===== config.mk =====
export PLATFORM = sky130hd
export DESIGN_NAME = muldiv_unit
export DESIGN_NICKNAME = d
export VERILOG_FILES = /design/src/rtl/muldiv_unit.sv
export SDC_FILE = /design/constraint.sdc
export NUM_CORES = 1
export LEC_CHECK = 0
export ABC_AREA = 1
export CAP_MARGIN = 10
export CORE_MARGIN = 3
export CORE_UTILIZATION = 55
export DETAILED_ROUTE_END_ITERATION = 16
export PLACE_DENSITY = 0.87
export SYNTH_ARGS = -nofsm -noshare
export SYNTH_HDL_FRONTEND = slang
export SYNTH_SLANG_ARGS = --single-unit

===== constraint.sdc =====
create_clock -name clk -period 2.8 [get_ports clk]
set_input_delay 0.42 -clock clk [delete_from_list [all_inputs] [get_ports clk]]
set_output_delay 0.42 -clock clk [all_outputs]
set_load 0.02 [all_outputs]

===== src/rtl/muldiv_unit.sv =====
// muldiv_unit: iterative RV32M multiply/divide unit for the execute stage.
// Every operation takes 32 CALC iterations, then FIX, then a DONE cycle.
// Ports:
//   clk, rst          rising-edge clock, synchronous active-high reset
//   start             decoded M-extension instruction present (level)
//   funct3            M-extension operation select
//   SrcA, SrcB        rs1 / rs2 operands
//   busy              combinational stall request to the core
//   done              registered, high for the single DONE cycle
//   result            registered result, held until the next FIX
module muldiv_unit (
   input  logic        clk,
   input  logic        rst,
   input  logic        start,
   input  logic [2:0]  funct3,
   input  logic [31:0] SrcA,
   input  logic [31:0] SrcB,
   output logic        busy,
   output logic        done,
   output logic [31:0] result
);

   localparam int unsigned W      = 32;
   localparam int unsigned CW     = 6;
   localparam int unsigned LAST   = 31;

   localparam logic [2:0] OP_MUL    = 3'b000;
   localparam logic [2:0] OP_MULH   = 3'b001;
   localparam logic [2:0] OP_MULHSU = 3'b010;
   localparam logic [2:0] OP_MULHU  = 3'b011;
   localparam logic [2:0] OP_DIV    = 3'b100;
   localparam logic [2:0] OP_DIVU   = 3'b101;
   localparam logic [2:0] OP_REM    = 3'b110;
   localparam logic [2:0] OP_REMU   = 3'b111;

   typedef enum logic [1:0] {IDLE, CALC, FIX, DONE} state_t;

   state_t          state;
   state_t          state_next;
   logic [CW-1:0]   cnt;
   logic [2:0]      op;
   logic            sign_a;
   logic            sign_b;
   logic [W-1:0]    mag_a;
   logic [W-1:0]    mag_b;
   // acc_hi/acc_lo: product {hi,lo} when multiplying; remainder/quotient when dividing
   logic [W:0]      acc_hi;
   logic [W-1:0]    acc_lo;

   // Operand decode at accept time
   logic            a_signed;
   logic            b_signed;
   logic            in_sign_a;
   logic            in_sign_b;
   logic [W-1:0]    in_mag_a;
   logic [W-1:0]    in_mag_b;

   always_comb begin
      a_signed  = (funct3 == OP_MULH) || (funct3 == OP_MULHSU) ||
                  (funct3 == OP_DIV)  || (funct3 == OP_REM);
      b_signed  = (funct3 == OP_MULH) || (funct3 == OP_DIV) || (funct3 == OP_REM);
      in_sign_a = a_signed & SrcA[W-1];
      in_sign_b = b_signed & SrcB[W-1];
      in_mag_a  = in_sign_a ? W'(~SrcA + W'(1)) : SrcA;
      in_mag_b  = in_sign_b ? W'(~SrcB + W'(1)) : SrcB;
   end

   // One shift-add multiply step and one restoring-divide step
   logic [W:0]      mul_sum;
   logic [W:0]      div_shift;
   logic [W:0]      div_diff;
   logic            div_ge;

   always_comb begin
      mul_sum   = acc_hi + (acc_lo[0] ? {1'b0, mag_a} : (W+1)'(0));
      div_shift = {acc_hi[W-1:0], acc_lo[W-1]};
      div_ge    = (div_shift >= {1'b0, mag_b});
      div_diff  = div_shift - {1'b0, mag_b};
   end

   // Sign correction and special-case override applied in FIX
   logic [2*W-1:0]  product;
   logic [2*W-1:0]  prod_fix;
   logic [W-1:0]    quo_fix;
   logic [W-1:0]    rem_fix;
   logic [W-1:0]    a_orig;
   logic            div_zero;
   logic            div_ovf;
   logic [W-1:0]    fix_value;

   always_comb begin
      product   = {acc_hi[W-1:0], acc_lo};
      prod_fix  = (sign_a ^ sign_b) ? (2*W)'(~product + (2*W)'(1)) : product;
      quo_fix   = (sign_a ^ sign_b) ? W'(~acc_lo + W'(1)) : acc_lo;
      rem_fix   = sign_a ? W'(~acc_hi[W-1:0] + W'(1)) : acc_hi[W-1:0];
      a_orig    = sign_a ? W'(~mag_a + W'(1)) : mag_a;
      div_zero  = (mag_b == W'(0));
      // Only the signed ops can see -2^31 / -1 (magnitudes 2^31 and 1, both negative)
      div_ovf   = ((op == OP_DIV) || (op == OP_REM)) && sign_a && sign_b &&
                  (mag_a == 32'h8000_0000) && (mag_b == W'(1));
      fix_value = '0;
      case (op)
         OP_MUL:                      fix_value = prod_fix[W-1:0];
         OP_MULH, OP_MULHSU, OP_MULHU: fix_value = prod_fix[2*W-1:W];
         OP_DIV, OP_DIVU: begin
            if (div_zero)      fix_value = 32'hFFFF_FFFF;
            else if (div_ovf)  fix_value = 32'h8000_0000;
            else               fix_value = quo_fix;
         end
         OP_REM, OP_REMU: begin
            if (div_zero)      fix_value = a_orig;
            else if (div_ovf)  fix_value = '0;
            else               fix_value = rem_fix;
         end
         default:                     fix_value = '0;
      endcase
   end

   // State register
   always_ff @(posedge clk) begin
      if (rst) state <= IDLE;
      else     state <= state_next;
   end

   // Next state and stall request
   always_comb begin
      state_next = state;
      busy       = 1'b0;
      case (state)
         IDLE: begin
            busy = start;
            if (start) state_next = CALC;
         end
         CALC: begin
            busy = 1'b1;
            if (cnt == CW'(LAST)) state_next = FIX;
         end
         FIX: begin
            busy       = 1'b1;
            state_next = DONE;
         end
         DONE:    state_next = IDLE;
         default: state_next = IDLE;
      endcase
   end

   // Datapath: operand latch, iteration, result write
   always_ff @(posedge clk) begin
      if (rst) begin
         cnt    <= '0;
         op     <= '0;
         sign_a <= 1'b0;
         sign_b <= 1'b0;
         mag_a  <= '0;
         mag_b  <= '0;
         acc_hi <= '0;
         acc_lo <= '0;
         done   <= 1'b0;
         result <= '0;
      end else begin
         done <= (state == FIX);
         case (state)
            IDLE: begin
               if (start) begin
                  cnt    <= '0;
                  op     <= funct3;
                  sign_a <= in_sign_a;
                  sign_b <= in_sign_b;
                  mag_a  <= in_mag_a;
                  mag_b  <= in_mag_b;
                  acc_hi <= '0;
                  // Multiplier bits shift out of acc_lo; dividend bits likewise
                  acc_lo <= funct3[2] ? in_mag_a : in_mag_b;
               end
            end
            CALC: begin
               cnt <= cnt + CW'(1);
               if (op[2]) begin
                  acc_hi <= div_ge ? div_diff : div_shift;
                  acc_lo <= {acc_lo[W-2:0], div_ge};
               end else begin
                  acc_hi <= {1'b0, mul_sum[W:1]};
                  acc_lo <= {mul_sum[0], acc_lo[W-1:1]};
               end
            end
            FIX:     result <= fix_value;
            default: ;
         endcase
      end
   end

endmodule


# ---- Word level (Yosys, flattened, before mapping)
# Index checks and enable logic that the tools add are counted.
dict set report classes {
  addsub 9
  n_lt_le_gt_ge 1
  n_eq_ne 19
  n_mux 26
  bitwise 9
  reduce_logical 21
}
# op count
set ops {}
lappend ops {{$mux W32} 13}
lappend ops {{$add A32 B1 Y32 const B} 5}
lappend ops {{$not A32 Y32} 5}
lappend ops {{$pmux W32 S4} 1}
lappend ops {{$mux W33} 3}
lappend ops {{$pmux W33 S2} 1}
lappend ops {{$add A64 B1 Y64 const B} 1}
lappend ops {{$mux W64} 1}
lappend ops {{$not A64 Y64} 1}
lappend ops {{$pmux W32 S2} 1}
lappend ops {{$add A33 B32 Y33} 1}
lappend ops {{$ge A33 B32 Y1} 1}
lappend ops {{$sub A33 B32 Y33} 1}
lappend ops {{$eq A32 B1 Y1 const B} 1}
lappend ops {{$eq A32 B32 Y1 const B} 1}
lappend ops {{$logic_not A32 Y1} 1}
lappend ops {{$eq A3 B3 Y1 const B} 6}
lappend ops {{$pmux W6 S2} 1}
lappend ops {{$eq A3 B2 Y1 const B} 3}
lappend ops {{$pmux W2 S4} 1}
lappend ops {{$add A6 B1 Y6 const B} 1}
lappend ops {{$eq A3 B1 Y1 const B} 2}
lappend ops {{$eq A6 B5 Y1 const B} 1}
lappend ops {{$logic_or A1 B1 Y1} 6}
lappend ops {{15 further kinds} 26}
dict set report word_totals {
  ff_bits 175
  in_bits 70
  output_inout_bits 34
}

# ---- Longest topological paths before layout
# Gate-level depths: netlist (run 1).
dict set report logic_depth {
  ltp_word 9
  mapped_depth 22
  ltp_nobuf 20
}

# ---- Worst setup path after synthesis (run 1)
# OpenSTA, ideal clock, no wires.
dict set report synth_timing {
  path_type {register to register}
  from {reg acc_lo[0]}
  to {reg acc_hi[23]}
  setup_ns 0.134
  arrival_ns 2.495
  path_slack_ns 0.171
  path_stages_with_launch 22
  n_path_buf 2
  period_less_slack_ns 2.629
  cell_sequence {dfxtp_1 buf_2 clkbuf_1 nand2_1 inv_1 ha_1 inv_1 fa_1 inv_2 nand2_1 o21ai_1 nand2_1 nand2_1 nand2_1 nand2_1 nand2_1 nand3_1 nand3_1 nand2_1 inv_1 nand2_1 a21oi_1}
}
dict set report synth_via {
  elab_chain_len 4
}
# item line_no
set synth_lines {}
lappend synth_lines {{start: declaration} 48} ;# logic [W-1:0] acc_lo;
lappend synth_lines {{start signal: assignment} 173} ;# acc_lo <= funct3[2] ? in_mag_a : in_mag_b;
lappend synth_lines {{start signal: assignment} 180} ;# acc_lo <= {acc_lo[W-2:0], div_ge};
lappend synth_lines {{start signal: assignment} 183} ;# acc_lo <= {mul_sum[0], acc_lo[W-1:1]};
lappend synth_lines {{$mux W32} 75} ;# mul_sum = acc_hi + (acc_lo[0] ? {1'b0, mag_a} : (W+1)'(0));
lappend synth_lines {{$add A33 B32 Y33} 75}
lappend synth_lines {{$mux W33} 178} ;# if (op[2]) begin
lappend synth_lines {{$pmux W33 S2} 162} ;# case (state)
lappend synth_lines {{end signal: assignment} 179} ;# acc_hi <= div_ge ? div_diff : div_shift;
lappend synth_lines {{end signal: assignment} 182} ;# acc_hi <= {1'b0, mul_sum[W:1]};
lappend synth_lines {{end: declaration} 47} ;# logic [W:0] acc_hi;
# No other way between the ends.
# A chain may end at the register's enable or synchronous reset.

# ---- Worst setup path in the final report (run 1)
dict set report layout_timing {
  from {reg mag_b[30]}
  to {reg acc_hi[25]}
}
dict set report layout_via {
  elab_chain_len 4
}
# item line_no
set layout_lines {}
lappend layout_lines {{start: declaration} 45} ;# logic [W-1:0] mag_b;
lappend layout_lines {{start signal: assignment} 170} ;# mag_b <= in_mag_b;
lappend layout_lines {{$ge A33 B32 Y1} 77} ;# div_ge = (div_shift >= {1'b0, mag_b});
lappend layout_lines {{$mux W33} 179}
lappend layout_lines {{$mux W33} 178}
lappend layout_lines {{$pmux W33 S2} 162}
# No other way between the ends.

==> run_results.csv, run 1 <==
group,metric,value,unit
logic_synthesis,ys_types,53,
hold_path,hold_start,"rst",
placement,dpl.cell_count,4274,
worst_setup_path,r2r_cells,15,
placement,place_hpwl,73.1,mm
floorplan,io_pins,104,
power_and_ir_drop,fin_total_pwr,23.2,mW
grt,first_global_vias,22900,
finish,area_growth,15.4,%
logic_synthesis,ys_ff_latch,175,
grt,gr-usage-all-layers,0.457,
sta,worst_pin_slew,816,ps
floorplan,rows,69,
logic_synthesis,async_flop_share,0,
sta,fin_worst_skew,16.5,ps
flow_run,cap_violations,0,
grt,antenna_found_initial,1,
floorplan,dieArea,0.0389,sq mm
finish,finalNetCount,3979,
logic_synthesis,synthDominantAreaCellType,"nand2_1",
routing,drtAntennaViolNets,0,
routing,dr.pass1.iters,9,
hold_path,min_to,"mag_b[19]",
logic_synthesis,ys_warn_count,0,
placement,io_buffers,103,
worst_setup_path,reg2reg_slack,160,ps
worst_setup_path,startpoint_type,"register",
routing,wl_per_cell,21.0,microns
routing,via_count,25600,
worst_setup_path,crit_fanout,24,
sta,period_needed,2640,ps
finish,mostFrequentLayoutCells,"nand2_1, inv_1, nor2_1",
worst_setup_path,cp.arrival,3050,ps
clock_tree,cts_sinks,175,
power_and_ir_drop,peakVddDrop,2.11,mV
worst_setup_path,rr_endpoint,"acc_hi[25]",
clock_tree,holdBufCountCts,0,
floorplan,start_util,0.561,
clock_tree,clock_latency,480,ps
logic_synthesis,synth_edf_count,0,
logic_synthesis,synthCells,3678,
outcome,outcome,"finished, final reports clean",
logic_synthesis,avgSynthCellArea,5.47,sq um
floorplan,die-height,197,microns
logic_synthesis,seq_area_frac_synth,0.174,
power_and_ir_drop,power_density,1000,mW/mm^2
grt,grt_overflow,0,
hold_path,whs_path_depth,4,
logic_synthesis,syn_nets,3824,
clock_tree,cts_tree,"built",
sta,setup_viol_count_final,0,
logic_synthesis,netlist.area_leader.share,0.203,
worst_setup_path,required,3210,ps
worst_setup_path,reg2reg_from,"mag_b[30]",
placement,gp_congestion,1.06,
finish,layout_commonest_cell,"nand2_1",
finish,diodes,0,
logic_synthesis,synth_area_leaders,"nand2_1, dfxtp_1, nand3_1, inv_1, nor2_1",
logic_synthesis,synthFlopType,"dfxtp_1",
grt,grt_max_degree,100,
grt,grt_pass1_wl,136,mm
routing,drt-vias-per-instance,5.93,
finish,fin_cells,4307,
finish,layout-drive-gt1-share,0.0824,
clock_tree,cts-root-buf,"clkbuf_16",
worst_setup_path,end_kind,"register",
clock_tree,h-tree-depth,4,
hold_path,min_path_type,"in -> reg",
sta,worst_slew_margin_rel,0.455,
power_and_ir_drop,p_leak,11.6,nW
logic_synthesis,synth.cell_area,0.0201,sq mm
clock_tree,path_clk_slew,80,ps
sta,hold_ws,395,ps
sta,fmax,378,MHz
floorplan,fp.dieW,197,microns
routing,drt_iter0_drc,3773,
routing,route.detailed.drc,0,
sta,period_share,0.944,
routing,drt-total-wl,90.6,mm
sta,finalHoldViolCount,0,
sta,slew_viol_final,0,
clock_tree,numCtsBuffers,17,
clock_tree,clock_path_buffers,2,
worst_setup_path,worst-setup-path-type,"reg -> reg",
floorplan,core,0.0358,sq mm
worst max-delay path by stage:
stage / startpoint / to / cells past startpoint / slack [ps]
global placement: mag_b[20] / acc_hi[27] / 14 / 140
floorplan: acc_lo[0] / acc_hi[23] / 21 / 170
global route: acc_lo[0] / acc_hi[23] / 19 / -60
CTS: mag_b[20] / acc_hi[27] / 14 / 120
detailed placement: funct3[2] / acc_lo[16] / 10 / 110
finish: mag_b[30] / acc_hi[25] / 15 / 160
stage by stage:
| step | util | setup slack (ps) | cell area (sq um) | setup TNS (ps) |
|---|---|---|---|---|
| after floorplan | - | 171 | 20100 | 0 |
| after global placement | 0.628 | 136 | 22500 | 0 |
| after detailed placement | 0.628 | 114 | 22500 | 0 |
| after CTS | 0.647 | 125 | 23200 | 0 |
| after global routing | 0.647 | -56.4 | 23200 | -56.4 |
| final | 0.647 | 157 | 23200 | 0 |
routing by layer:
layer | global-route usage | share of wire | routed length (microns)
met1 | 0.606 | 0.40 | 36600
met2 | 0.642 | 0.39 | 35200
met3 | 0.143 | 0.13 | 11500
met4 | 0.285 | 0.078 | 7090
met5 | 0.0148 | 0.0010 | 93
critical path, cell delays in order, from the launching register on:
cell and delay, ps:
dfxtp_1 410, inv_1 170, ha_1 390, a21o_1 220
nand2_1 60, nand2_1 50, a21oi_1 150, nand2_2 90
nor2_4 170, nand2_8 170, buf_12 200, o21ai_0 210
inv_1 70, nand2_1 60, nand2_1 50, a21oi_1 110
repair_timing:
item | 4_1_cts | 5_1_grt
setup buffers | 0 | 1
resized for setup | 0 | 9
setup endpoints to repair | 0 | 14
Yosys cell counts, types with 3 or more instances:
library cell and instances:
nor3_1 23, o22ai_1 3, nor2_2 20, o21ai_1 31, a31oi_1 14, or2_2 17
xnor2_1 17, buf_2 29, dfxtp_1 175, nand2_1 1086, nand2_2 18, o211ai_1 53
and2_1 4, a21o_1 10, o211ai_2 6, inv_2 15, clkbuf_1 83, buf_6 5
ha_1 74, a211oi_1 6, buf_4 8, buf_1 12, clkinv_1 5, o21ai_0 226
xor2_1 84, nor2_4 6, nand3_2 9, nor2_1 431, nand3b_1 24, inv_1 455
o21bai_1 14, nand4_1 48, a21oi_1 262, a21oi_2 3, nand3_1 375
state kept, by name, summed over array words and instances (netlist names):
register / cells
op: 3
sign_b: 1
mag_a: 32
result: 32
acc_lo: 32
state: 2
done: 1
sign_a: 1
mag_b: 32
cnt: 6
acc_hi: 33
kinds of logic (layout without fill, tap and decap cells):
group                      Yosys count  after routing  share of synthesized area
buffers and inverters              613            781                      0.120
adders and majority gates           76             76                     0.0480
AOI/OAI and AO/OA                  638            638                      0.174
xor gates and xnor gates           101            101                     0.0440
and+or+nand+nor                   2075           2075                      0.439
DFF                                175            175                      0.174
report_power, final:
| part | total (mW) | switching [mW] | leakage, nW | internal, mW |
|---|---|---|---|---|
| combinational | 16.3 | 11.2 | 9.87 | 5.08 |
| sequential | 4.17 | 0.976 | 1.44 | 3.19 |
| clock | 2.74 | 1.34 | 0.315 | 1.41 |
layout make-up:
type                    count  area [sq um]
clock inverters            14           213
inverters                 475          1780
multi-input cells        2890         14200
flip-flops and latches    175          3510
well taps                 461           577
clock buffers              18           439
fillers                  3506         12600
repair buffers            274          2450
Power figures use the tool's default switching activity.
==> run 2: changes to the inputs <==
- CAP_MARGIN: 10 -> 20
- CORE_UTILIZATION: 55 -> 57
- PLACE_DENSITY: 0.87 -> 0.89
==> run 2 against run 1 <==
Net effect: via count grew 2.2%; final cell count down 0.23%; total power rose by 0.29%; global-route usage rose by 2.0 points; register-to-register slack lost 99 ps; first-iteration DRC count grew 17%; critical path depth down 1; sequential power about the same; critical path type unchanged; critical endpoint is now result[23]; largest cell class unchanged; largest power group unchanged.
==> run_results.csv, run 2 (synthesis gave the netlist of run 1 again) <==
group,metric,value,unit
grt,grt_max_degree,81,
placement,dp_slack,46.9,ps
sta,rsz0062_at_grt,"true",
placement,io_buffers,103,
worst_setup_path,reg2reg_slack,60,ps
floorplan,die-height,194,microns
worst_setup_path,required,3200,ps
hold_path,min_path_type,"in -> reg",
finish,layout-drive-gt1-share,0.0849,
floorplan,rows,68,
routing,drt-total-wl,93.0,mm
sta,fin_worst_skew,18.7,ps
sta,setup_viol_count_final,0,
clock_tree,cts_setup_buffers,0,
clock_tree,numCtsBuffers,17,
power_and_ir_drop,p_leak,11.6,nW
floorplan,start_util,0.581,
sta,fmax,365,MHz
clock_tree,path_clk_slew,80,ps
grt,gr-usage-all-layers,0.477,
clock_tree,clock_latency,490,ps
placement,place_hpwl,74.1,mm
finish,area_growth,15.1,%
clock_tree,post_cts_resized,0,
worst_setup_path,end_kind,"register",
finish,diodes,0,
grt,first_global_vias,23400,
routing,dr.pass1.iters,7,
floorplan,core,0.0346,sq mm
clock_tree,cts_sinks,175,
sta,period_share,0.979,
sta,finalHoldViolCount,0,
worst_setup_path,crit_fanout,4,
clock_tree,holdBufCountCts,0,
finish,largest_register_ffs,33,
sta,hold_ws,300,ps
sta,worst_pin_slew,1100,ps
sta,worst_slew_margin_rel,0.265,
power_and_ir_drop,fin_total_pwr,23.3,mW
routing,via_count,26100,
finish,fillers,3367,
worst_setup_path,worst-setup-path-type,"reg -> reg",
finish,largest-register,"acc_hi",
flow_run,cap_violations,0,
sta,slew_viol_final,0,
worst_setup_path,cp.arrival,3140,ps
finish,finalNetCount,3975,
floorplan,io_pins,104,
outcome,outcome,"finished, final reports clean",
grt,grt_overflow,0,
routing,drt-vias-per-instance,6.08,
floorplan,fp.dieW,194,microns
grt,antenna_found_initial,0,
worst_setup_path,startpoint_type,"register",
sta,setup_ws,58.5,ps
routing,wl_per_cell,21.6,microns
grt,grt_pass1_wl,138,mm
sta,period_needed,2740,ps
floorplan,dieArea,0.0376,sq mm
clock_tree,h-tree-depth,4,
power_and_ir_drop,peakVddDrop,1.48,mV
clock_tree,clock_path_buffers,2,
routing,route.detailed.drc,0,
placement,gp_congestion,1.09,
routing,drtAntennaViolNets,0,
power_and_ir_drop,power_density,1010,mW/mm^2
finish,mostFrequentLayoutCells,"nand2_1, inv_1, nor2_1",
routing,drt_iter0_drc,4419,
clock_tree,cts-root-buf,"clkbuf_16",
finish,layout_commonest_cell,"nand2_1",
clock_tree,cts_tree,"built",
==> run 2: cell types whose count changed in the layout (fill, tap and decap cells not counted), sizes merged <==
cell,previous run,this run
bufinv,2,0
inv,476,477
buf,172,168
clkinvlp,0,1
==> run 2: worst paths after layout <==
path	depth (start not counted)	to	from
setup / recovery	14	result[23]	acc_hi[11]
hold / removal	2	mag_b[20]	rst
setup reg to reg	14	result[23]	acc_hi[11]
hold reg to reg	2	result[7]	result[7]
==> run 2: critical path, stage by stage (launching register included) <==
cell	delay [ps]
dfxtp_1	350
buf_4	180
nor2_1	230
nand2_1	170
nor2_1	400
nand2_1	180
nor2_1	120
nand2_1	160
nand2_1	190
o21ai_0	110
nand2_1	70
nand3_1	160
nand3_1	170
nand2_1	70
a21oi_1	110
==> run 2: layer usage <==
layer / GRT usage / part of all wire
met3: 0.139 / 0.14
met2: 0.682 / 0.39
met4: 0.303 / 0.082
met5: 0.0102 / 0.00055
met1: 0.626 / 0.39
==> run 2: report_power, final <==
group	internal [mW]	switching, mW	total (mW)
Clock	1.20	1.34	2.54
Combinational	5.12	11.5	16.6
Sequential	3.20	0.999	4.20
==> run 2: area by class of cell <==
class	instances	area (sq um)	area share
clock buffer	18	429	0.0185
clock inverter	14	164	0.00708
inverter	475	1780	0.0770
multi-input combinational	2890	14300	0.617
sequential	175	3520	0.152
tap	455	569	0.0246
timing repair buffer	270	2410	0.104
==> run 2: through the flow <==
stage | cells | cell area [sq um] | TNS [ps] | utilization
2_1_floorplan | 3678 | 20100 | 0 | -
3_3_place_gp | 4264 | 22500 | 0 | 0.649
5_1_grt | 4297 | 23200 | -39.6 | 0.669
4_1_cts | 4296 | 23100 | 0 | 0.666
6_report | 4297 | 23200 | 0 | 0.669
3_5_place_dp | 4264 | 22500 | 0 | 0.649
